==> src/rtl/hostadapter_pkg.sv <==
// rtl/hostadapter_pkg.sv - shared constants and types for the synchronous SCSI host adapter
// Holds register indices, handshake FSM states, IRQ and status bit positions,
// and the level saturation helper used by the level register.
package hostadapter_pkg;

  // Host register indices
  localparam logic [2:0] REG_DATA   = 3'd0;
  localparam logic [2:0] REG_STATUS = 3'd1;
  localparam logic [2:0] REG_SEL    = 3'd2;
  localparam logic [2:0] REG_MASK   = 3'd3;
  localparam logic [2:0] REG_CFG    = 3'd4;
  localparam logic [2:0] REG_LEVEL  = 3'd5;
  localparam logic [2:0] REG_CFGRD  = 3'd6;

  typedef enum logic [2:0] {
    ST_IDLE,
    ST_OSETUP,
    ST_OACK,
    ST_IACK,
    ST_WREL
  } hs_state_e;

  // Interrupt pending bit positions
  localparam int IRQ_CMD  = 0;
  localparam int IRQ_RXNE = 1;
  localparam int IRQ_TXE  = 2;
  localparam int IRQ_ERR  = 3;

  // Status register bit positions
  localparam int STAT_MSG   = 0;
  localparam int STAT_BSY   = 1;
  localparam int STAT_SELTO = 2;
  localparam int STAT_ERR   = 3;
  localparam int STAT_IRQ   = 4;
  localparam int STAT_REQ   = 5;
  localparam int STAT_IO    = 6;
  localparam int STAT_CND   = 7;

  // FIFO levels reach 64, but the level register only has four bits per FIFO
  function automatic logic [3:0] sat4(input logic [6:0] lvl);
    return (lvl > 7'd15) ? 4'hF : lvl[3:0];
  endfunction

endpackage

==> src/rtl/sync_fifo.sv <==
// rtl/sync_fifo.sv - 8-bit synchronous FIFO with first-word fall-through read
// Ports: clk, rst (sync, active-high), flush (empties the FIFO),
//        push/wdata, pop/rdata, full, empty, level (0..DEPTH).
// Push while full and pop while empty are ignored; flush overrides both.
module sync_fifo #(
  parameter  int DEPTH = 8,
  localparam int AW    = $clog2(DEPTH),
  localparam int LW    = AW + 1
) (
  input  logic          clk,
  input  logic          rst,
  input  logic          flush,
  input  logic          push,
  input  logic [7:0]    wdata,
  input  logic          pop,
  output logic [7:0]    rdata,
  output logic          full,
  output logic          empty,
  output logic [LW-1:0] level
);

  logic [7:0]    mem_q [DEPTH];
  logic [AW-1:0] wr_ptr_q, wr_ptr_d;
  logic [AW-1:0] rd_ptr_q, rd_ptr_d;
  logic [LW-1:0] count_q, count_d;
  logic          push_ok, pop_ok;

  assign full  = (count_q == LW'(DEPTH));
  assign empty = (count_q == '0);
  assign level = count_q;
  assign rdata = mem_q[rd_ptr_q];

  always_comb begin
    push_ok  = push & ~full & ~flush;
    pop_ok   = pop & ~empty & ~flush;
    wr_ptr_d = wr_ptr_q;
    rd_ptr_d = rd_ptr_q;
    count_d  = count_q;
    if (flush) begin
      wr_ptr_d = '0;
      rd_ptr_d = '0;
      count_d  = '0;
    end else begin
      if (push_ok) wr_ptr_d = wr_ptr_q + AW'(1);
      if (pop_ok)  rd_ptr_d = rd_ptr_q + AW'(1);
      // Simultaneous push and pop leaves the level unchanged
      case ({push_ok, pop_ok})
        2'b10:   count_d = count_q + LW'(1);
        2'b01:   count_d = count_q - LW'(1);
        default: count_d = count_q;
      endcase
    end
  end

  always_ff @(posedge clk) begin
    if (rst) begin
      wr_ptr_q <= '0;
      rd_ptr_q <= '0;
      count_q  <= '0;
    end else begin
      wr_ptr_q <= wr_ptr_d;
      rd_ptr_q <= rd_ptr_d;
      count_q  <= count_d;
    end
    if (push_ok) mem_q[wr_ptr_q] <= wdata;
  end

endmodule

==> src/rtl/scsi_host_adapter_sync.sv <==
// rtl/scsi_host_adapter_sync.sv - synchronous SCSI host adapter: registers, FIFOs, REQ/ACK engine, IRQ
// Host side: bbc_STB/bbc_RnW/bbc_ADDR/bbc_WDATA strobed access, bbc_RDATA one cycle later, bbc_IRQ.
// SCSI side: scsi_SEL/ACK/DOE/DOUT/CONF outputs, scsi_DIN and REQ/BSY/MSG/CnD/IO inputs.
// Optional macro HOSTADAPTER_PARITY_EN adds scsi_DOUTP (odd parity out), scsi_DINP
// (parity in) and scsi_PERR (sticky inbound parity error, also folded into err).
module scsi_host_adapter_sync #(
  parameter int FIFO_DEPTH  = 8,
  parameter int SETUP_CYC   = 2,
  parameter int SEL_TIMEOUT = 65535
) (
  input  logic       sys_CLK,
  input  logic       sys_RST,
  input  logic       bbc_STB,
  input  logic       bbc_RnW,
  input  logic [2:0] bbc_ADDR,
  input  logic [7:0] bbc_WDATA,
  output logic [7:0] bbc_RDATA,
  output logic       bbc_IRQ,
  output logic       scsi_CONF,
  output logic       scsi_SEL,
  output logic       scsi_ACK,
  output logic       scsi_DOE,
  output logic [7:0] scsi_DOUT,
  input  logic [7:0] scsi_DIN,
  input  logic       scsi_REQ,
  input  logic       scsi_BSY,
  input  logic       scsi_MSG,
  input  logic       scsi_CnD,
  input  logic       scsi_IO
`ifdef HOSTADAPTER_PARITY_EN
  ,
  output logic       scsi_DOUTP,
  input  logic       scsi_DINP,
  output logic       scsi_PERR
`endif
);
  import hostadapter_pkg::*;

  localparam int LW    = $clog2(FIFO_DEPTH) + 1;
  localparam int SW    = (SETUP_CYC < 2) ? 1 : $clog2(SETUP_CYC);
  localparam int SEL_W = (SEL_TIMEOUT < 2) ? 1 : $clog2(SEL_TIMEOUT);

  hs_state_e  state_q, state_d;
  logic [SW-1:0]    setup_cnt_q, setup_cnt_d;
  logic [SEL_W-1:0] sel_cnt_q, sel_cnt_d;
  logic       ack_q, ack_d, doe_q, doe_d, sel_q, sel_d, conf_q, conf_d;
  logic       err_q, err_d, sel_to_q, sel_to_d, irq_q, irq_d, bsy_q;
  logic [7:0] dout_q, dout_d, rdata_q, rdata_d, cfg_q, cfg_d;
  logic [3:0] mask_q, mask_d, pending;
  logic [7:0] status;

  logic       wr_stb, rd_stb;
  logic       tx_push, tx_pop, rx_push, rx_pop, flush;
  logic       tx_full, tx_empty, rx_full, rx_empty;
  logic [7:0] tx_rdata, rx_rdata;
  logic [LW-1:0] tx_level, rx_level;

`ifdef HOSTADAPTER_PARITY_EN
  logic perr_q, perr_d, par_err;
  assign scsi_DOUTP = ~^dout_q;
  assign scsi_PERR  = perr_q;
`endif

  sync_fifo #(.DEPTH(FIFO_DEPTH)) u_tx_fifo (
    .clk(sys_CLK), .rst(sys_RST), .flush(flush),
    .push(tx_push), .wdata(bbc_WDATA), .pop(tx_pop), .rdata(tx_rdata),
    .full(tx_full), .empty(tx_empty), .level(tx_level)
  );

  sync_fifo #(.DEPTH(FIFO_DEPTH)) u_rx_fifo (
    .clk(sys_CLK), .rst(sys_RST), .flush(flush),
    .push(rx_push), .wdata(scsi_DIN), .pop(rx_pop), .rdata(rx_rdata),
    .full(rx_full), .empty(rx_empty), .level(rx_level)
  );

  assign wr_stb = bbc_STB & ~bbc_RnW;
  assign rd_stb = bbc_STB & bbc_RnW;

  always_comb begin
    status            = '0;
    status[STAT_CND]  = scsi_CnD;
    status[STAT_IO]   = scsi_IO;
    status[STAT_REQ]  = scsi_REQ;
    status[STAT_IRQ]  = irq_q;
    status[STAT_ERR]  = err_q;
    status[STAT_SELTO]= sel_to_q;
    status[STAT_BSY]  = scsi_BSY;
    status[STAT_MSG]  = scsi_MSG;

    pending           = '0;
    pending[IRQ_CMD]  = scsi_REQ & scsi_CnD;
    pending[IRQ_RXNE] = ~rx_empty;
    pending[IRQ_TXE]  = tx_empty & scsi_REQ & ~scsi_IO;
    pending[IRQ_ERR]  = err_q | sel_to_q;
  end

  always_comb begin
    state_d     = state_q;
    setup_cnt_d = setup_cnt_q;
    ack_d       = ack_q;
    doe_d       = doe_q;
    dout_d      = dout_q;
    tx_pop      = 1'b0;
    rx_push     = 1'b0;
    flush       = 1'b0;
`ifdef HOSTADAPTER_PARITY_EN
    par_err     = 1'b0;
`endif

    // Target releasing BSY mid-byte abandons the transfer and all buffered data
    if (bsy_q && !scsi_BSY && state_q != ST_IDLE) begin
      state_d = ST_IDLE;
      ack_d   = 1'b0;
      doe_d   = 1'b0;
      flush   = 1'b1;
    end else begin
      case (state_q)
        ST_IDLE: begin
          if (scsi_REQ && !scsi_IO && !tx_empty) begin
            tx_pop      = 1'b1;
            dout_d      = tx_rdata;
            doe_d       = 1'b1;
            setup_cnt_d = '0;
            state_d     = ST_OSETUP;
          end else if (scsi_REQ && scsi_IO && !rx_full) begin
            rx_push = 1'b1;
            ack_d   = 1'b1;
            state_d = ST_IACK;
`ifdef HOSTADAPTER_PARITY_EN
            par_err = ~^{scsi_DIN, scsi_DINP};
`endif
          end
        end
        ST_OSETUP: begin
          if (setup_cnt_q == SW'(SETUP_CYC - 1)) begin
            ack_d   = 1'b1;
            state_d = ST_OACK;
          end else begin
            setup_cnt_d = setup_cnt_q + SW'(1);
          end
        end
        // IO is ignored here so a direction change only affects the next byte
        ST_OACK, ST_IACK: begin
          if (!scsi_REQ) begin
            ack_d   = 1'b0;
            state_d = ST_WREL;
          end
        end
        ST_WREL: begin
          doe_d   = 1'b0;
          state_d = ST_IDLE;
        end
        default: state_d = ST_IDLE;
      endcase
    end

    tx_push = wr_stb && (bbc_ADDR == REG_DATA);
    rx_pop  = rd_stb && (bbc_ADDR == REG_DATA);

    // Status read clears the sticky flags; a fresh error in the same cycle wins
    err_d    = err_q;
    sel_to_d = sel_to_q;
    if (rd_stb && bbc_ADDR == REG_STATUS) begin
      err_d    = 1'b0;
      sel_to_d = 1'b0;
    end
    if (tx_push && tx_full)  err_d = 1'b1;
    if (rx_pop  && rx_empty) err_d = 1'b1;
`ifdef HOSTADAPTER_PARITY_EN
    perr_d = perr_q;
    if (rd_stb && bbc_ADDR == REG_STATUS) perr_d = 1'b0;
    if (par_err) begin
      perr_d = 1'b1;
      err_d  = 1'b1;
    end
`endif

    sel_d     = sel_q;
    sel_cnt_d = sel_cnt_q;
    if (sel_q) begin
      if (scsi_BSY) begin
        sel_d = 1'b0;
      end else if (SEL_TIMEOUT != 0) begin
        if (sel_cnt_q == SEL_W'(SEL_TIMEOUT - 1)) begin
          sel_d    = 1'b0;
          sel_to_d = 1'b1;
        end else begin
          sel_cnt_d = sel_cnt_q + SEL_W'(1);
        end
      end
    end
    if (wr_stb && bbc_ADDR == REG_SEL && !scsi_BSY) begin
      sel_d     = 1'b1;
      sel_cnt_d = '0;
    end

    mask_d = mask_q;
    if (wr_stb && bbc_ADDR == REG_MASK) mask_d = bbc_WDATA[3:0];

    conf_d = wr_stb && (bbc_ADDR == REG_CFG);
    cfg_d  = conf_d ? bbc_WDATA : cfg_q;

    rdata_d = rdata_q;
    if (rd_stb) begin
      case (bbc_ADDR)
        REG_DATA:   rdata_d = rx_empty ? 8'h00 : rx_rdata;
        REG_STATUS: rdata_d = status;
        REG_LEVEL:  rdata_d = {sat4(7'(tx_level)), sat4(7'(rx_level))};
        REG_CFGRD:  rdata_d = cfg_q;
        default:    rdata_d = 8'h00;
      endcase
    end

    irq_d = |(pending & mask_q);
  end

  always_ff @(posedge sys_CLK) begin
    if (sys_RST) begin
      state_q     <= ST_IDLE;
      setup_cnt_q <= '0;
      sel_cnt_q   <= '0;
      ack_q       <= 1'b0;
      doe_q       <= 1'b0;
      sel_q       <= 1'b0;
      conf_q      <= 1'b0;
      err_q       <= 1'b0;
      sel_to_q    <= 1'b0;
      irq_q       <= 1'b0;
      bsy_q       <= 1'b0;
      dout_q      <= '0;
      rdata_q     <= '0;
      cfg_q       <= '0;
      mask_q      <= '0;
`ifdef HOSTADAPTER_PARITY_EN
      perr_q      <= 1'b0;
`endif
    end else begin
      state_q     <= state_d;
      setup_cnt_q <= setup_cnt_d;
      sel_cnt_q   <= sel_cnt_d;
      ack_q       <= ack_d;
      doe_q       <= doe_d;
      sel_q       <= sel_d;
      conf_q      <= conf_d;
      err_q       <= err_d;
      sel_to_q    <= sel_to_d;
      irq_q       <= irq_d;
      bsy_q       <= scsi_BSY;
      dout_q      <= dout_d;
      rdata_q     <= rdata_d;
      cfg_q       <= cfg_d;
      mask_q      <= mask_d;
`ifdef HOSTADAPTER_PARITY_EN
      perr_q      <= perr_d;
`endif
    end
  end

  assign bbc_RDATA = rdata_q;
  assign bbc_IRQ   = irq_q;
  assign scsi_CONF = conf_q;
  assign scsi_SEL  = sel_q;
  assign scsi_ACK  = ack_q;
  assign scsi_DOE  = doe_q;
  assign scsi_DOUT = dout_q;

endmodule

==> config.mk <==
export PLATFORM = sky130hd
export DESIGN_NAME = scsi_host_adapter_sync
export DESIGN_NICKNAME = d
export VERILOG_FILES = /design/src/rtl/hostadapter_pkg.sv /design/src/rtl/sync_fifo.sv /design/src/rtl/scsi_host_adapter_sync.sv
export SDC_FILE = /design/constraint.sdc
export NUM_CORES = 1
export LEC_CHECK = 0
export CORE_UTILIZATION = 25
export CTS_CLUSTER_DIAMETER = 80
export CTS_CLUSTER_SIZE = 12
export DETAILED_ROUTE_END_ITERATION = 16
export PLACE_DENSITY = 0.4
export SYNTH_ARGS = -nofsm -noshare
export SYNTH_HDL_FRONTEND = slang
export SYNTH_SLANG_ARGS = --single-unit
export TNS_END_PERCENT = 100
==> constraint.sdc <==
create_clock -name sys_CLK -period 3.1 [get_ports sys_CLK]
set_input_delay 0.465 -clock sys_CLK [delete_from_list [all_inputs] [get_ports sys_CLK]]
set_output_delay 0.465 -clock sys_CLK [all_outputs]
set_load 0.02 [all_outputs]
Yosys cells after proc, flatten, opt, wreduce, memory -nomap -nowiden
Memories as Yosys holds them, arrays and structs flattened. A register that Yosys moved wholly into a read port is not among the register bits.
Index checks and enable logic that the tools add are counted.

operators by class
  add/subtract/negate cells = 10
  equal/unequal tests = 23
  multiplexer cells = 44
  bitwise operators = 25
  reduce and logical (&&, ||, !) cells = 41

operators by type and width
  cell                                                  number
  case mux 8 bit (4 select lines)                       1
  two-way mux 1 bit                                     30
  two-way mux 3 bit                                     6
  adder 16 x 1 -> 16 bit (second input constant)        1
  equality test 16 bit (second input constant)          1
  case mux 4 bit (2 select lines)                       2
  logical AND 1 bit                                     15
  AND 1 bit                                             13
  adder 3 x 1 -> 3 bit (second input constant)          4
  equality test 3 x 2 -> 1 bit (second input constant)  4
  equality test 3 bit (second input constant)           4
  AND reduction 3 bit                                   4
  inequality test 2 bit (second input constant)         5
  NOT 1 bit                                             10
  case mux 3 bit (3 select lines)                       1
  nonzero test 3 bit                                    3
  adder 4 x 1 -> 4 bit (second input constant)          2
  equality test 4 bit (second input constant)           2
  zero test 4 bit                                       2
  two-way mux 8 bit                                     1
  nonzero test 2 bit                                    4
  OR reduction 2 bit                                    4
  subtractor 4 x 1 -> 4 bit (second input constant)     2
  equality test 3 x 1 -> 1 bit (second input constant)  2
  13 further kinds                                      20

word-level totals
  register bits after elaboration = 68
  bits in writable memories = 128
  output and inout port bits = 21
  word-level logic and storage cells = 165
  memories = 2

memory list
  name             words  width  read ports  clocked after Yosys merged registers in  write ports  line             text
  u_rx_fifo.mem_q  8      8      1           1                                        1            sync_fifo.sv:22  logic [7:0] mem_q [DEPTH];
  u_tx_fifo.mem_q  8      8      1           1                                        1            sync_fifo.sv:22

Logic depth before layout (Yosys ltp)
Gate-level depths: netlist of run 1.

  word-level depth = 11
  depth in mapped cells = 12
  depth with buffers taken out = 10

Modules after synthesis
A second synthesis of run 1 with hierarchy kept.

second synthesis, totals
  cell total of the unflattened synthesis = 666
  area total of the unflattened synthesis = 9148.8 um^2

by module, submodules not included
  module                  times used  cells each  area an instance (um^2)
  sync_fifo               2           173         3178.0
  scsi_host_adapter_sync  1           320         2792.7

Worst setup path before layout of run 1
No wires, ideal clock.

  kind = flip-flop to flip-flop
  start point = register u_rx_fifo.count_q[0] (netlist: u_rx_fifo.level[0])
  end point = register u_rx_fifo.count_q[2] (netlist: u_rx_fifo.level[2])
  library setup time = 0.071 ns
  arrival = 2.634 ns
  data required time = 3.029 ns
  slack = 0.396 ns
  cell stages (with the launch flop) = 13
  path buffers = 2
  path through = dfxtp_1 -> buf_6 -> or4_4 -> and3_1 -> buf_2 -> a21boi_0 -> ha_1 -> xor2_1 -> ha_1 -> a21oi_1 -> xor2_1 -> or3_1 -> a21oi_1

between the ends
  word-level cells in the longest chain between the ends = 11

ends and longest elaborated chain
  element                                                                       line                           text
  start: declaration                                                            sync_fifo.sv:25                logic [LW-1:0] count_q, count_d;
  start signal: assignment                                                      sync_fifo.sv:63                count_q <= count_d;
  equality test 4 bit                                                           sync_fifo.sv:28                assign full = (count_q == LW'(DEPTH));
  zero test 1 bit                                                               scsi_host_adapter_sync.sv:125  end else if (scsi_REQ && scsi_IO && !rx_full) begin
  logical AND 1 bit                                                             scsi_host_adapter_sync.sv:125
  two-way mux 1 bit                                                             scsi_host_adapter_sync.sv:125
  two-way mux 1 bit                                                             scsi_host_adapter_sync.sv:119  if (scsi_REQ && !scsi_IO && !tx_empty) begin
  two-way mux 1 bit                                                             scsi_host_adapter_sync.sv:117  case (state_q)
  two-way mux 1 bit                                                             scsi_host_adapter_sync.sv:111  if (bsy_q && !scsi_BSY && state_q != ST_IDLE) begin
  AND 1 bit (2 in series)                                                       sync_fifo.sv:34                push_ok = push & ~full & ~flush;
  equality test 2 x 1 -> 1 bit / equality test 2 bit (equally long branches)    sync_fifo.sv:47                case ({push_ok, pop_ok})
  case mux 4 bit (2 select lines) / nonzero test 2 bit (equally long branches)  n/a

Several ways; a longest one is shown, not always the timed one.
A chain may end at the register's enable or synchronous reset.

Worst setup path in the final report of run 1
  start point = register u_rx_fifo.count_q[3] (netlist: u_rx_fifo.level[3])
  end point = register u_rx_fifo.count_q[2] (netlist: u_rx_fifo.level[2])

Same word-level chain as after synthesis.

==> flow_summary.yaml, run 1 <==
status:
  outcome: "finished clean"
grt:
  grt_antenna_before_repair: 1
  number_of_global_route_vias_before_repair: 5945
  grt_overflow: 0
  grt_max_degree: 24
  grt.total_usage: 0.124
  grt_first_pass_wirelength_um: 34700
sta:
  slew-limit-headroom: 0.267
  max_clock_freq_mhz: 370
  final_hold_viol_count: 0
  grt_setup_unrepaired: "no"
  finalClockSkew_ns: 0.0354
  worst_slack_ns: 0.395
  period_share: 0.872
  setup_tns_ns: 0
  setup_viol: 0
  report.final.slew_viol_count: 0
  worst-slew-pin-transition_ns: 1.10
  fin_hold_ws_ns: 0.472
  post-route-min-period_ns: 2.70
power_and_ir_drop:
  power_frac_clock: 0.428
  intPower_w: 0.00440
  power.share.switching: 0.225
  power_frac_seq: 0.523
  power_switching_w: 0.00128
  total_power_w: 0.00568
  cellPowerDensity_nw_per_um2: 530
  power.static_leakage_nw: 3.43
  max-vdd-ir-drop_v: 0.000381
  share_comb_of_total_power: 0.049
synthesis:
  synth_top_area_frac: 0.431
  synth.top_cells.by_area: "sky130_fd_sc_hd__edfxtp_1, sky130_fd_sc_hd__dfxtp_1, sky130_fd_sc_hd__mux4_2"
  synthArstFlopShare: 0
  synthCells: 682
  avgSynthCellArea_um2: 13.1
  ys_warn_count: 0
  post_synth_instance_area_um2: 8920
  netlist_cell_types: 68
  synth_edf_count: 128
  total_nets_after_synthesis: 723
  dominant_cell_type_by_area_after_synthesis: "sky130_fd_sc_hd__edfxtp_1"
  total_of_flip_flops_plus_latches_after_synthesis: 207
  ys_seq_area_frac: 0.608
  synth_flop_cell: "sky130_fd_sc_hd__edfxtp_1"
placed_design:
  io_buffer_count: 48
  post-dp-hpwl_um: 15300
  pre_cts_slack_ns: 0.00827
  place_congestion: 0.747
  place_area_um2: 10100
finish:
  stdcell_area_um2: 10700
  layout-drive-gt1-share: 0.160
  final_nets: 799
  antenna_cells: 0
  most-common-layout-cells: "sky130_fd_sc_hd__edfxtp_1, sky130_fd_sc_hd__dfxtp_1, sky130_fd_sc_hd__nand2_1"
  final_common_cell: "sky130_fd_sc_hd__edfxtp_1"
  filler_cell_count_in_the_final_layout: 3483
  area_delta_synth_final_pct: 20.2
floorplan:
  core-area_um2: 34800
  floorplan.die.height_um: 191
  initial_core_util: 0.256
  die-width_um: 191
  die_area_um2: 36400
  row_count: 68
  io_pins: 49
clocking:
  cts_post_setup_buffers_inserted: 0
  cts_max_level: 1
  ctsHoldBuffers: 0
  clock_tree.buffer_depth: 3
  clock-sinks: 207
  cts.repair.resized: 0
  cell_at_the_root_of_the_clock_tree: "sky130_fd_sc_hd__clkbuf_16"
  cts_inserted_buffers: 22
  worst_skew_pair.late_latency_ns: 0.51
  tritoncts_clock_tree: "built"
  clkTransAtPathRegs_ns: 0.07
detailed_routing:
  viasPerCell: 4.66
  ant_nets: 0
  drc: 0
  dr_total_vias: 5725
  total_routed_length_um: 22100
  violation_count_after_the_first_detailed_routing_iteration: 311
  drt-pass1-iter-count: 5
  detail_route.wl_per_cell_um: 18.0
setup_path:
  worstPathRequired_ns: 3.54
  worstPathMaxFanout: 6
  arrival_ns: 3.15
  critical_path_class: "reg -> reg"
  cpPeakStageDelay_ns: 0.62
  worstSetupEndpointType: "flip-flop"
  worstPathCellList: "or4_4 > and3_1 > a21boi_0 > ha_1 > xor2_1 > ha_1 > a21oi_1 > xor2_1 > or3_1 > a21oi_1"
  critPathLaunchType: "flip-flop"
  worst_path_max_delay_cell: "sky130_fd_sc_hd__or4_4"
run:
  drv_cap: 0
hold_path:
  hold_path_class: "reg -> reg"
synth_stat cells (4+ instances only):
cell type                  instances
sky130_fd_sc_hd__a2111o_1          4
sky130_fd_sc_hd__mux2_2            7
sky130_fd_sc_hd__and4_1            4
sky130_fd_sc_hd__ha_1             12
sky130_fd_sc_hd__inv_1            20
sky130_fd_sc_hd__clkbuf_1         15
sky130_fd_sc_hd__mux4_2           31
sky130_fd_sc_hd__buf_2            14
sky130_fd_sc_hd__or3_1             5
sky130_fd_sc_hd__nor2_1           47
sky130_fd_sc_hd__nand4b_1          8
sky130_fd_sc_hd__o31ai_1           4
sky130_fd_sc_hd__buf_6             5
sky130_fd_sc_hd__nand2_1          58
sky130_fd_sc_hd__nand3_1          24
sky130_fd_sc_hd__nand2b_1         12
sky130_fd_sc_hd__mux2i_1          23
sky130_fd_sc_hd__dfxtp_1          79
sky130_fd_sc_hd__edfxtp_1        128
sky130_fd_sc_hd__xor2_1           10
sky130_fd_sc_hd__nor3_1            9
sky130_fd_sc_hd__a211oi_1         13
sky130_fd_sc_hd__o21ai_0          13
sky130_fd_sc_hd__o221ai_1          7
sky130_fd_sc_hd__a31oi_1          10
sky130_fd_sc_hd__nor2b_1           5
sky130_fd_sc_hd__a21oi_1          38
sky130_fd_sc_hd__nor4_1            4
sky130_fd_sc_hd__nand4_1           9
routing by layer:
metal	global-route usage	vias to the layer above	routed length, um
met1	0.165	2862	10000
li1	-	2746	-
met3	0.0193	26	832
met4	0.0286	2	397
met5	0	-	13
met2	0.211	89	10800
worst max-delay path: cells and delay by family, from the launching register on:
family | cells | cell delay, ns
simple gates | 3 | 1.15
fa+ha+maj | 2 | 0.43
xor+xnor | 2 | 0.24
compound gates | 3 | 0.47
flops | 1 | 0.36
power by group through the flow:
stage / clock, W / combinational (W) / sequential [W]
detailed placement: 0 / 0.000286 / 0.00303
CTS: 0.00253 / 0.000287 / 0.00297
finish: 0.00243 / 0.000281 / 0.00297
global placement: 0 / 0.000282 / 0.00303
global route: 0.00264 / 0.000309 / 0.00297
floorplan: 0 / 0.000148 / 0.00303
sequential cells by signal, indices dropped and copies added, names as in the netlist, 3 cells and up, named ones only:
register	flops
u_tx_fifo.rd_ptr_q	3
u_rx_fifo.wr_ptr_q	3
u_rx_fifo.mem_q	64
u_tx_fifo.wr_ptr_q	3
bbc_RDATA	8
u_rx_fifo.rd_ptr_q	3
state_q	3
u_tx_fifo.level	4
mask_q	4
cfg_q	8
scsi_DOUT	8
sel_cnt_q	16
u_rx_fifo.level	4
u_tx_fifo.mem_q	64
per-stage QoR:
stage                     std cells  utilization
final                          1229        0.308
after global routing           1229        0.308
after CTS                      1229        0.308
after detailed placement       1189        0.290
after global placement         1189        0.290
after floorplan                 682            -
area by class of cell:
cell class	count	area, um^2	share of cell area
inverter	21	78.8	0.00735
timing repair buffer	94	826	0.0770
clock inverter	5	46.3	0.00432
sequential	207	5430	0.506
tap	455	569	0.0531
clock buffer	35	599	0.0559
multi-input combinational	412	3180	0.296
logic make-up after synthesis:
group           count (synthesis)  share of synthesized area
compound gates                109                     0.0800
flops                         207                      0.608
mux                            61                      0.113
xor+xnor                       13                     0.0136
fa+ha+maj                      13                     0.0191
simple gates                  216                      0.130
buf+inv                        63                     0.0363
path summary, 6_finish.rpt:
kind              cells past startpoint                              end  slack, ns                             from
setup / recovery                     10  u_rx_fifo.level[2]$_SDFFE_PP0P_       0.40  u_rx_fifo.level[3]$_SDFFE_PP0P_
hold reg to reg                       2        bbc_RDATA[5]$_SDFFE_PP0N_       0.47        bbc_RDATA[5]$_SDFFE_PP0N_
hold / removal                        2        bbc_RDATA[5]$_SDFFE_PP0N_       0.47        bbc_RDATA[5]$_SDFFE_PP0N_
setup reg to reg                     10  u_rx_fifo.level[2]$_SDFFE_PP0P_       0.40  u_rx_fifo.level[3]$_SDFFE_PP0P_
Note: power is estimated with default switching activity, not from simulation.
==> run 2, diff against run 1 <==
CTS_BUF_LIST = sky130_fd_sc_hd__clkbuf_4   (was default)
CTS_CLUSTER_SIZE = default   (was 12)
TNS_END_PERCENT = default   (was 100)
==> run 2 against run 1 <==
Compared with the run above: utilization is 0.38 points higher; global-route usage is 0.48 points higher; register-to-register slack worse by 0.02 ns; non-clock buffer count stayed put; sequential cell count stayed put; hold slack hardly changed.
==> flow_summary.yaml, run 2 (synthesis gave the netlist of run 1 again) <==
status:
  outcome: "finished clean"
hold_path:
  hold_path_class: "reg -> reg"
  holdPathStages: 2
grt:
  grt_max_degree: 24
  grt_overflow: 0
  grt.total_usage: 0.129
  grt_antenna_before_repair: 3
  grt_first_pass_wirelength_um: 35400
  number_of_global_route_vias_before_repair: 6267
finish:
  multi_input_area_um2: 3180
  final_nets: 835
  reg.largest.list: "u_rx_fifo.mem_q x64, u_tx_fifo.mem_q x64, sel_cnt_q x16"
  final_common_cell: "sky130_fd_sc_hd__edfxtp_1"
  area_delta_synth_final_pct: 21.7
  layout-drive-gt1-share: 0.219
  most-common-layout-cells: "sky130_fd_sc_hd__edfxtp_1, sky130_fd_sc_hd__clkbuf_4, sky130_fd_sc_hd__dfxtp_1"
  filler_cell_count_in_the_final_layout: 3528
  seq_area_um2: 5430
setup_path:
  worstPathRequired_ns: 3.76
  critPathLaunchType: "flip-flop"
  cpPeakStageDelay_ns: 0.62
  worstPathCellList: "or4_4 > and3_1 > a21boi_0 > ha_1 > xor2_1 > ha_1 > a21oi_1 > xor2_1 > or3_1 > a21oi_1"
  worstSetupEndpointType: "flip-flop"
  worst_path_max_delay_cell: "sky130_fd_sc_hd__or4_4"
  arrival_ns: 3.39
  timing.reg2reg.worst_path_depth: 10
  worstPathMaxFanout: 6
  critical_path_class: "reg -> reg"
power_and_ir_drop:
  max-vdd-ir-drop_v: 0.000397
  total_power_w: 0.00583
  cellPowerDensity_nw_per_um2: 538
  power.static_leakage_nw: 3.56
clocking:
  clkTransAtPathRegs_ns: 0.06
  cts.repair.resized: 0
  cts_inserted_buffers: 58
  clock-sinks: 207
  cts_max_level: 2
  worst_skew_pair.late_latency_ns: 0.75
  cell_at_the_root_of_the_clock_tree: "sky130_fd_sc_hd__clkbuf_4"
  clock_tree.buffer_depth: 3
  cts_post_setup_buffers_inserted: 0
  ctsHoldBuffers: 0
  tritoncts_clock_tree: "built"
detailed_routing:
  violation_count_after_the_first_detailed_routing_iteration: 352
  drt-pass1-iter-count: 5
  dr_total_vias: 5965
  viasPerCell: 4.59
  drc: 0
  detail_route.wl_per_cell_um: 17.3
  total_routed_length_um: 22500
  ant_nets: 0
floorplan:
  die-width_um: 191
  initial_core_util: 0.256
  row_count: 68
  die_area_um2: 36400
  io_pins: 49
  floorplan.die.height_um: 191
  core-area_um2: 34800
sta:
  setup_tns_ns: 0
  post-route-min-period_ns: 2.73
  grt_setup_unrepaired: "no"
  slew-limit-headroom: 0.287
  setup_viol: 0
  period_share: 0.880
  report.final.slew_viol_count: 0
  max_clock_freq_mhz: 367
  worst_slack_ns: 0.374
  final_hold_viol_count: 0
  worst-slew-pin-transition_ns: 1.07
  finalClockSkew_ns: 0.0677
placed_design:
  place_congestion: 0.747
  post-dp-hpwl_um: 15300
  pre_cts_slack_ns: 0.00827
  io_buffer_count: 48
run:
  drv_cap: 0
-- run 2: cell types whose count changed in the layout (fill, tap and decap cells not counted), moves of 2 or more --
cell / previous run / this run
sky130_fd_sc_hd__clkbuf_4: 0 / 82
sky130_fd_sc_hd__clkbuf_1: 13 / 0
sky130_fd_sc_hd__clkbuf_16: 22 / 0
sky130_fd_sc_hd__clkinv_1: 0 / 21
sky130_fd_sc_hd__diode_2: 0 / 2
sky130_fd_sc_hd__bufinv_16: 0 / 2
-- run 2: area by class of cell --
type / instances / share of cell area
repair buffers: 94 / 0.0761
well taps: 455 / 0.0525
clock inverters: 26 / 0.0144
flip-flops and latches: 207 / 0.500
inverters: 21 / 0.00726
multi-input cells: 412 / 0.293
diodes: 2 / 0.000461
clock buffers: 82 / 0.0567
-- run 2: worst paths after layout --
kind	startpoint	endpoint	slack, ns
max	u_rx_fifo.level[3]$_SDFFE_PP0P_	u_rx_fifo.level[2]$_SDFFE_PP0P_	0.37
min	bbc_RDATA[5]$_SDFFE_PP0N_	bbc_RDATA[5]$_SDFFE_PP0N_	0.47
max reg2reg	u_rx_fifo.level[3]$_SDFFE_PP0P_	u_rx_fifo.level[2]$_SDFFE_PP0P_	0.37
min reg2reg	bbc_RDATA[5]$_SDFFE_PP0N_	bbc_RDATA[5]$_SDFFE_PP0N_	0.47
-- run 2: power by group --
group	switching, W	internal [W]	total [W]	leakage (nW)
sequential	0.0000230	0.00295	0.00297	1.79
combinational	0.000166	0.000115	0.000281	1.33
clock	0.00119	0.00139	0.00258	0.446
total	0.00138	0.00445	0.00583	3.56
-- run 2: per-layer routing --
layer  track usage  vias to the layer above  share of wire  routed length (um)
met5             0                        -        0.00058                  13
met4        0.0532                        2          0.020                 445
met3        0.0345                       37          0.041                 917
met2         0.210                      107           0.49               10900
met1         0.161                     2955           0.45               10200
li1              -                     2864              -                   -
-- run 2: worst max-delay path: cells and delay by family (launching register included) --
family | cells | cell delay [ns]
compound gates | 3 | 0.47
flops | 1 | 0.36
fa+ha+maj | 2 | 0.44
simple gates | 3 | 1.15
xor+xnor | 2 | 0.24
-- run 2: metrics by stage --
step	hold WS [ns]	util	std cells	area, um^2
finish	0.472	0.312	1299	10900
CTS	0.372	0.312	1297	10800
global placement	0.462	0.290	1189	10100
global route	0.406	0.312	1299	10900
floorplan	0.434	-	682	8920
detailed placement	0.461	0.290	1189	10100
==> run 3, diff against run 2 <==
GPL_TIMING_DRIVEN = 0   (was default)
==> run 3 against run 2 <==
Compared with the run above: clock skew decreased by 0.0020 ns; count of clock-buffer cells in the layout up 1; hold slack worse by 0.34 ns; sequential power hardly changed; cell area is 0.86% lower; critical path type unchanged; via count is 0.85% lower; sequential share of layout area rose by 0.44 points; global-route usage is essentially flat; critical path depth grew 2; fmax decreased by 5.3%; first-iteration DRC count shrank 1.1%; power is 3.1% lower.
==> flow_summary.yaml, run 3 (synthesis gave the netlist of run 1 again) <==
detailed_routing:
  total_routed_length_um: 22700
  viasPerCell: 4.56
  top_layer_used: "met4"
  detail_route.wl_per_cell_um: 17.5
  met2RoutedLength_um: 10800
  violation_count_after_the_first_detailed_routing_iteration: 348
  drc: 0
  drt-pass1-iter-count: 4
  ant_nets: 0
  dr_total_vias: 5914
  route.layer.met1.wl_um: 10300
  dr_wl_met3_um: 1110
setup_path:
  critical_path_class: "reg -> reg"
  arrival_ns: 3.51
  worstPathMaxFanout: 10
  cpPeakStageDelay_ns: 0.56
  timing.critical_path.max_delay_family: "simple AND/OR/NAND/NOR gates"
  worstSetupEndpointType: "flip-flop"
  worstPathRequired_ns: 3.73
  worst_path_max_delay_cell: "sky130_fd_sc_hd__or4_4"
  worstPathCellList: "buf_6 > or4_4 > and3_1 > buf_2 > a21boi_1 > ha_2 > xor2_1 > ha_1 > a21oi_1 > xor2_1 > or3_1 > a21oi_1"
  timing.critical_path.buf_inv: 2
  critPathLaunchType: "flip-flop"
floorplan:
  floorplan.die.height_um: 191
  initial_core_util: 0.256
  io_pins: 49
  core-area_um2: 34800
  die_area_um2: 36400
  die-width_um: 191
  row_count: 68
grt:
  grt.total_usage: 0.129
  number_of_global_route_vias_before_repair: 6020
  grt_first_pass_wirelength_um: 35000
  grt_max_degree: 16
  grt_antenna_before_repair: 1
  grt_overflow: 0
power_and_ir_drop:
  power.static_leakage_nw: 3.49
  max-vdd-ir-drop_v: 0.000218
  cellPowerDensity_nw_per_um2: 525
sta:
  report.final.slew_viol_count: 0
  post-route-min-period_ns: 2.88
  worst_slack_ns: 0.220
  finalClockSkew_ns: 0.0657
  period_share: 0.929
  final_hold_viol_count: 0
  grt_setup_unrepaired: "no"
  setup_viol: 0
  worst-slew-pin-transition_ns: 0.994
  slew-limit-headroom: 0.335
  max_clock_freq_mhz: 347
  fin_hold_ws_ns: 0.128
clocking:
  cell_at_the_root_of_the_clock_tree: "sky130_fd_sc_hd__clkbuf_4"
  clock-sinks: 207
  worst_skew_pair.late_latency_ns: 0.76
  cts_max_level: 2
  tritoncts_clock_tree: "built"
  clkTransAtPathRegs_ns: 0.06
  clock_tree.buffer_depth: 3
  ctsHoldBuffers: 0
  cts_inserted_buffers: 58
  cts_post_setup_buffers_inserted: 0
finish:
  filler_cell_count_in_the_final_layout: 3561
  final_common_cell: "sky130_fd_sc_hd__edfxtp_1"
  stdcell_area_um2: 10800
  final_nets: 834
  area_delta_synth_final_pct: 20.6
  most-common-layout-cells: "sky130_fd_sc_hd__edfxtp_1, sky130_fd_sc_hd__clkbuf_4, sky130_fd_sc_hd__dfxtp_1"
  reg.largest.list: "u_rx_fifo.mem_q x64, u_tx_fifo.mem_q x64, sel_cnt_q x16"
  finish.utilization: 0.309
  stdcell_count: 1296
  layout-drive-gt1-share: 0.205
hold_path:
  hold_path_class: "in -> reg"
run:
  drv_cap: 0
status:
  outcome: "finished clean"
placed_design:
  pre_cts_slack_ns: -0.654
  place_area_um2: 10000
  post-dp-hpwl_um: 15500
  place_congestion: 0.739
  io_buffer_count: 47
  post_place_cells: 1188
run 3: cell types whose count changed in the layout (fill, tap and decap cells not counted), moves of 4 or more:
cell                       previous run  this run
sky130_fd_sc_hd__buf_6                0         5
sky130_fd_sc_hd__nor3_1               9         5
sky130_fd_sc_hd__nor3_2               0         4
sky130_fd_sc_hd__buf_2                0        15
sky130_fd_sc_hd__buf_4               46         5
sky130_fd_sc_hd__clkbuf_1             0        15
run 3: final cells by class:
cell class | instances | area (um^2) | share of cell area
Tap cell | 455 | 569 | 0.0529
Clock buffer | 83 | 623 | 0.0579
Sequential cell | 207 | 5430 | 0.504
Multi-Input combinational cell | 412 | 3220 | 0.299
Inverter | 21 | 78.8 | 0.00733
Timing Repair Buffer | 51 | 498 | 0.0463
Clock inverter | 23 | 92.6 | 0.00861
Buffer | 42 | 245 | 0.0228
Antenna cell | 2 | 5.00 | 0.000465
run 3: path summary, 6_finish.rpt:
path / from / depth (start not counted) / slack (ns) / end
max: u_rx_fifo.level[0]$_SDFFE_PP0P_ / 12 / 0.22 / u_rx_fifo.level[2]$_SDFFE_PP0P_
min: scsi_REQ / 3 / 0.13 / bbc_IRQ$_SDFF_PP0_
max reg2reg: u_rx_fifo.level[0]$_SDFFE_PP0P_ / 12 / 0.22 / u_rx_fifo.level[2]$_SDFFE_PP0P_
min reg2reg: cfg_q[2]$_SDFFE_PP0P_ / 2 / 0.47 / cfg_q[2]$_SDFFE_PP0P_
run 3: through the flow:
stage	power [W]	TNS, ns
after floorplan	0.00318	0
after detailed placement	0.00332	-17.04
after global placement	0.00332	-53.49
final	0.00565	0
after CTS	0.00577	0
after global routing	0.00593	0
run 3: worst reg2reg max path: stages (launching register included):
cell and delay (ns):
sky130_fd_sc_hd__dfxtp_1 0.32, sky130_fd_sc_hd__buf_6 0.14, sky130_fd_sc_hd__or4_4 0.56, sky130_fd_sc_hd__and3_1 0.19, sky130_fd_sc_hd__buf_2 0.19, sky130_fd_sc_hd__a21boi_1 0.18, sky130_fd_sc_hd__ha_2 0.23, sky130_fd_sc_hd__xor2_1 0.15
sky130_fd_sc_hd__ha_1 0.18, sky130_fd_sc_hd__a21oi_1 0.14, sky130_fd_sc_hd__xor2_1 0.09, sky130_fd_sc_hd__or3_1 0.31, sky130_fd_sc_hd__a21oi_1 0.14
run 3: timing repair:
item,in CTS,in global routing
endpoints found under the setup margin,8,1
cloned,0,0
gates resized for setup,1,3
run 3: where the power goes:
part           total, W  switching, W  internal, W
logic          0.000287      0.000174     0.000113
clock network   0.00240       0.00117      0.00123
registers       0.00297     0.0000200      0.00295
total           0.00565       0.00136      0.00429
run 3: routing by layer:
layer,up-vias,global-route usage
met5,-,0
met1,2883,0.164
met3,43,0.0316
met2,124,0.208
li1,2864,-
met4,0,0.0535
==> edit 1, RTL diff (config.mk and constraints of run 2) <==
Re-encode `hs_state_e` (5 states) as one-hot, 5 bits wide.
--- a/src/rtl/hostadapter_pkg.sv
+++ b/src/rtl/hostadapter_pkg.sv
@@ -13,10 +13,10 @@
   localparam logic [2:0] REG_CFGRD  = 3'd6;
 
-  typedef enum logic [2:0] {
-    ST_IDLE,
-    ST_OSETUP,
-    ST_OACK,
-    ST_IACK,
-    ST_WREL
+  typedef enum logic [4:0] {
+    ST_IDLE   = 5'b00001,
+    ST_OSETUP = 5'b00010,
+    ST_OACK   = 5'b00100,
+    ST_IACK   = 5'b01000,
+    ST_WREL   = 5'b10000
   } hs_state_e;
 
Check against the original RTL: same outputs for any inputs over 4 cycles, from zero or initial values and one cycle with sys_RST high; so few cycles prove little.
==> edit 1 against run 2 <==
- setup slack got worse by 0.00092 ns
- count of clock-buffer cells in the layout increased by 1
- die area decreased by 2.0%
- critical endpoint is now u_rx_fifo.level[3]
- clock skew decreased by 0.032 ns
- synthesized area decreased by 2.0%
- sequential cell count increased by 2
- highest routed layer is now met4
- routed wire length decreased by 2.0%
- global-route usage decreased by 0.37 points
- power increased by 0.42%
- combinational power increased by 5%
- design area decreased by 0.63%
- cell count decreased by 1.1%
==> edit 1: results (changes against run 2) <==
stage;metric;value;unit;change
synthesis;syn-num-nets;698;;-3.5%
setup_path;reg2reg_to;u_rx_fifo.level[3];;
power_and_ir_drop;clkPwrFrac;43.7;%;-0.6 points
global_route;grt_antenna_before_repair;2;;-1
power_and_ir_drop;psw;1360;uW;-1.6%
placement;dp_hpwl;15200;um;-0.75%
status;outcome;finished, final reports clean;;
routing;detailedRoute.firstIterationViolations;401;;+14%
hold_path;holdPathEnd;setup_cnt_q;;
placement;port-buffer-count;48;;unchanged
placement;placed_cell_area;10000;um2;-0.72%
routing;drt_first_pass_iters;7;;+2
routing;met2RoutedLength;10500;um;-3.6%
setup_path;path_max_fanout;8;;+2
sta;fin_hold_ws;0.154;ns;-0.318 ns
routing;dr_wl_met3;976;um;+6.4%
global_route;grt.total_usage;12.5;%;-0.37 points
synthesis;synthAdderAreaFrac;1.72;%;-0.19 points
placement;place.detailed.instances;1175;;-1.2%
cells_and_area;final_net_count;821;;-1.7%
hold_path;min_path_type;in2reg;;
sta;tightest_slew;0.743;ns;-0.326 ns
power_and_ir_drop;combinational_power;295;uW;+5%
placement;pre_cts_ws;-0.0338;ns;-0.0421 ns
sta;final.period_utilization;88.0;%;about the same
setup_path;worstReg2RegStart;state_q[0];;
hold_path;min_from;sys_RST;;
routing;top_layer_used;met4;;
power_and_ir_drop;cellLeakagePower;0.00364;uW;+2.2%
cells_and_area;stdcell_count;1285;;-1.1%
global_route;grt_first_pass_wirelength;34000;um;-3.9%
synthesis;synth.avg_cell_area;13.3;um2;+1.6%
synthesis;synth.area.top_cells;sky130_fd_sc_hd__edfxtp_1 (44%), sky130_fd_sc_hd__dfxtp_1 (19%), sky130_fd_sc_hd__mux4_2 (5.7%);;
cells_and_area;finish.utilization;31.3;%;+0.11 points
cells_and_area;filler_cell_count_in_the_final_layout;3460;;-1.9%
cts;tritoncts.num_buffers;59;;+1.7%
synthesis;synth_area_in_xor_xnor;3.01;%;+1.6 points
synthesis;synth_common_cells;sky130_fd_sc_hd__edfxtp_1 (128), sky130_fd_sc_hd__dfxtp_1 (81), sky130_fd_sc_hd__nor2_1 (73), sky130_fd_sc_hd__mux2i_1 (33), sky130_fd_sc_hd__nand2_1 (31);;
sta;timing.clock.skew;0.0361;ns;-0.0316 ns
synthesis;synth_seq_area_share;62.5;%;+1.7 points
setup_path;r2r_slack;0.37;ns;about the same
global_route;grt_pass1_vias;6037;;-3.7%
routing;drt-met1-wl;9730;um;-4.2%
synthesis;synth.area.mux_share;10.9;%;-0.39 points
cts;clk_latency;0.72;ns;-0.03 ns
-- edit 1: area by class of cell --
cell class	count	area share, %
repair buffers	98	7.89
inverters	10	0.348
well taps	455	5.28
multi-input cells	403	28.6
diodes	3	0.0696
clock buffers	83	5.78
clock inverters	24	1.39
flip-flops and latches	209	50.7
-- edit 1: critical path, stage by stage (launching register included) --
cell,delay (ns)
sky130_fd_sc_hd__dfxtp_1,0.45
sky130_fd_sc_hd__or3b_1,0.42
sky130_fd_sc_hd__nor2_2,0.31
sky130_fd_sc_hd__nand2_1,0.14
sky130_fd_sc_hd__buf_4,0.20
sky130_fd_sc_hd__ha_1,0.33
sky130_fd_sc_hd__nor4b_1,0.36
sky130_fd_sc_hd__o21ai_1,0.11
sky130_fd_sc_hd__o31ai_1,0.10
sky130_fd_sc_hd__xnor2_1,0.15
sky130_fd_sc_hd__nor2_1,0.05
-- edit 1: routing by layer --
layer,vias to the layer above,global-route usage (%)
li1,2782,-
met1,2867,15.6
met2,148,20.7
met3,66,2.82
met4,0,5.83
met5,-,0
==> edit 2, RTL diff (config.mk and constraints of run 2) <==
Made on the original files. Set the parameter `SEL_TIMEOUT` to 131070 (it was 65535).
--- a/src/rtl/scsi_host_adapter_sync.sv
+++ b/src/rtl/scsi_host_adapter_sync.sv
@@ -7,5 +7,5 @@
   parameter int FIFO_DEPTH  = 8,
   parameter int SETUP_CYC   = 2,
-  parameter int SEL_TIMEOUT = 65535
+  parameter int SEL_TIMEOUT = 131070
 ) (
   input  logic       sys_CLK,
Behaviour: no difference found for any inputs over 4 cycles, from zero or initial values and one cycle with sys_RST high; that may be too few to reach the edited logic, so the function may still have changed.
==> edit 2 against run 2 <==
- combinational power decreased by 5%
- sequential share of layout area increased by 0.73 points
- design area decreased by 1.1%
- setup slack improved by 0.079 ns
- routed wire length decreased by 1.4%
- critical path depth unchanged
- power decreased by 3.7%
- synthesized area decreased by 0.84%
- synthesized cell count decreased by 2.5%
- sequential cell count increased by 1
- first-iteration DRC count decreased by 5.4%
==> edit 2: results (changes against run 2) <==
stage;metric;value;unit;change
routing;dr_total_vias;5934;;-0.52%
cells_and_area;drive_above_1_share;20.7;%;-1.1 points
placement;dp_hpwl;14800;um;-3.4%
synthesis;syn-num-nets;705;;-2.5%
routing;drt_first_pass_iters;7;;+2
sta;timing.clock.skew;0.0559;ns;-0.0118 ns
sta;max-slew-margin-rel;36.0;%;+7.3 points
synthesis;synth_common_cells;sky130_fd_sc_hd__edfxtp_1 (128), sky130_fd_sc_hd__dfxtp_1 (80), sky130_fd_sc_hd__nor2_1 (60), sky130_fd_sc_hd__mux2i_1 (41), sky130_fd_sc_hd__mux4_2 (32);;
setup_path;crit_slowest_cell;sky130_fd_sc_hd__or4_1;;
synthesis;syn-instance-count;665;;-2.5%
global_route;grt_first_pass_wirelength;34100;um;-3.7%
placement;port-buffer-count;48;;unchanged
global_route;grt.total_usage;12.4;%;-0.48 points
power_and_ir_drop;cellLeakagePower;0.00360;uW;+1.0%
setup_path;r2r_slack;0.45;ns;+0.08 ns
cells_and_area;top_regs;u_rx_fifo.mem_q: 64 flops, u_tx_fifo.mem_q: 64 flops, sel_cnt_q: 17 flops;;
global_route;grt_antenna_before_repair;1;;-2
setup_path;worstReg2RegStart;u_rx_fifo.level[0];;
placement;place.detailed.instances;1168;;-1.8%
setup_path;path_max_fanout;7;;+1
setup_path;cp_top_family;simple AND/OR/NAND/NOR gates;;
cts;clk_latency;0.70;ns;-0.05 ns
placement;placed_cell_area;10000;um2;-0.52%
hold_path;min_from;sys_RST;;
setup_path;critPathMaxStageDelay;0.60;ns;-0.02 ns
setup_path;reg2reg_to;u_rx_fifo.level[2];;
cts;path_clk_slew;0.06;ns;about the same
power_and_ir_drop;irDropWorstVdd;0.000153;V;-61%
run;timing.max_cap.violations;0;;unchanged
cts;tritoncts.num_buffers;57;;-1.7%
placement;gpl.final_weighted_congestion;0.777;;+4.1%
routing;detailedRoute.firstIterationViolations;333;;-5.4%
synthesis;synth.area.top_cells;sky130_fd_sc_hd__edfxtp_1 (43%), sky130_fd_sc_hd__dfxtp_1 (18%), sky130_fd_sc_hd__mux4_2 (8.1%);;
global_route;maximum_number_of_pins_on_one_net_before_global_route_repair;30;;+25%
cts;htree_levels;2;;unchanged
cells_and_area;stdcell_count;1272;;-2.1%
placement;pre_cts_ws;0.0935;ns;+0.0852 ns
hold_path;min_path_type;in2reg;;
hold_path;holdPathEnd;bbc_RDATA[3];;
synthesis;number_of_warning_messages_in_the_yosys_log;0;;unchanged
synthesis;synth_seq_area_share;61.6;%;+0.74 points
status;outcome;finished, final reports clean;;
routing;routed_wl;22200;um;-1.4%
cts;maximum_buffer_depth_of_the_clock_tree;3;;unchanged
cts;cts_root_buf;sky130_fd_sc_hd__clkbuf_4;;
synthesis;yosysUniqueCellTypes;61;;-10%
synthesis;synth_async_sr_flop_share;0;%;unchanged
cells_and_area;final_net_count;812;;-2.8%
global_route;grt_pass1_vias;6105;;-2.6%
sta;fin_hold_ws;0.124;ns;-0.348 ns
[edit 2: cell type report]
type / instances / area (um2)
Sequential cell: 208 / 5450
Clock buffer: 75 / 563
Tap cell: 455 / 569
Inverter: 20 / 75.1
Timing Repair Buffer: 88 / 776
Antenna cell: 1 / 2.50
Clock inverter: 28 / 146
Multi-Input combinational cell: 397 / 3160
Fill cell: 3505 / 24000
[edit 2: how the worst max path moves through the flow]
stage / startpoint / endpoint / slack, ns
2_1_floorplan: scsi_REQ / u_tx_fifo.level[2] / 0.43
3_3_place_gp: bbc_ADDR[0] / u_tx_fifo.level[2] / 0.17
3_5_place_dp: bbc_ADDR[0] / u_rx_fifo.level[2] / 0.09
4_1_cts: u_rx_fifo.level[0] / u_rx_fifo.level[2] / 0.45
5_1_grt: u_rx_fifo.level[0] / u_rx_fifo.level[2] / 0.30
6_report: u_rx_fifo.level[0] / u_rx_fifo.level[2] / 0.45
[edit 2: logic make-up (layout without fill, tap and decap cells)]
logic type	count (synthesis)	count (layout)	share of synthesized area, %
adders and majority gates	12	12	1.70
xor gates and xnor gates	12	12	1.19
other	0	1	0
muxes	74	74	12.9
buffers and inverters	60	211	2.80
AOI/OAI and AO/OA	103	103	7.74
DFF	208	208	61.6
and+or+nand+nor	196	196	12.1
[edit 2: report_power, final]
part           leakage [uW]  total (uW)  internal, uW  switching (uW)
registers           0.00180        2990          2960            25.1
clock network      0.000426        2360          1220            1140
logic               0.00137         268           112             156
[edit 2: metal layers]
| layer | routed length (um) | GRT usage, % | vias to the layer above |
|---|---|---|---|
| met2 | 10500 | 20.1 | 154 |
| met1 | 10000 | 15.9 | 2957 |
| li1 | - | - | 2793 |
| met3 | 1310 | 3.49 | 30 |
| met4 | 318 | 4.22 | 0 |
| met5 | 0 | 0 | - |
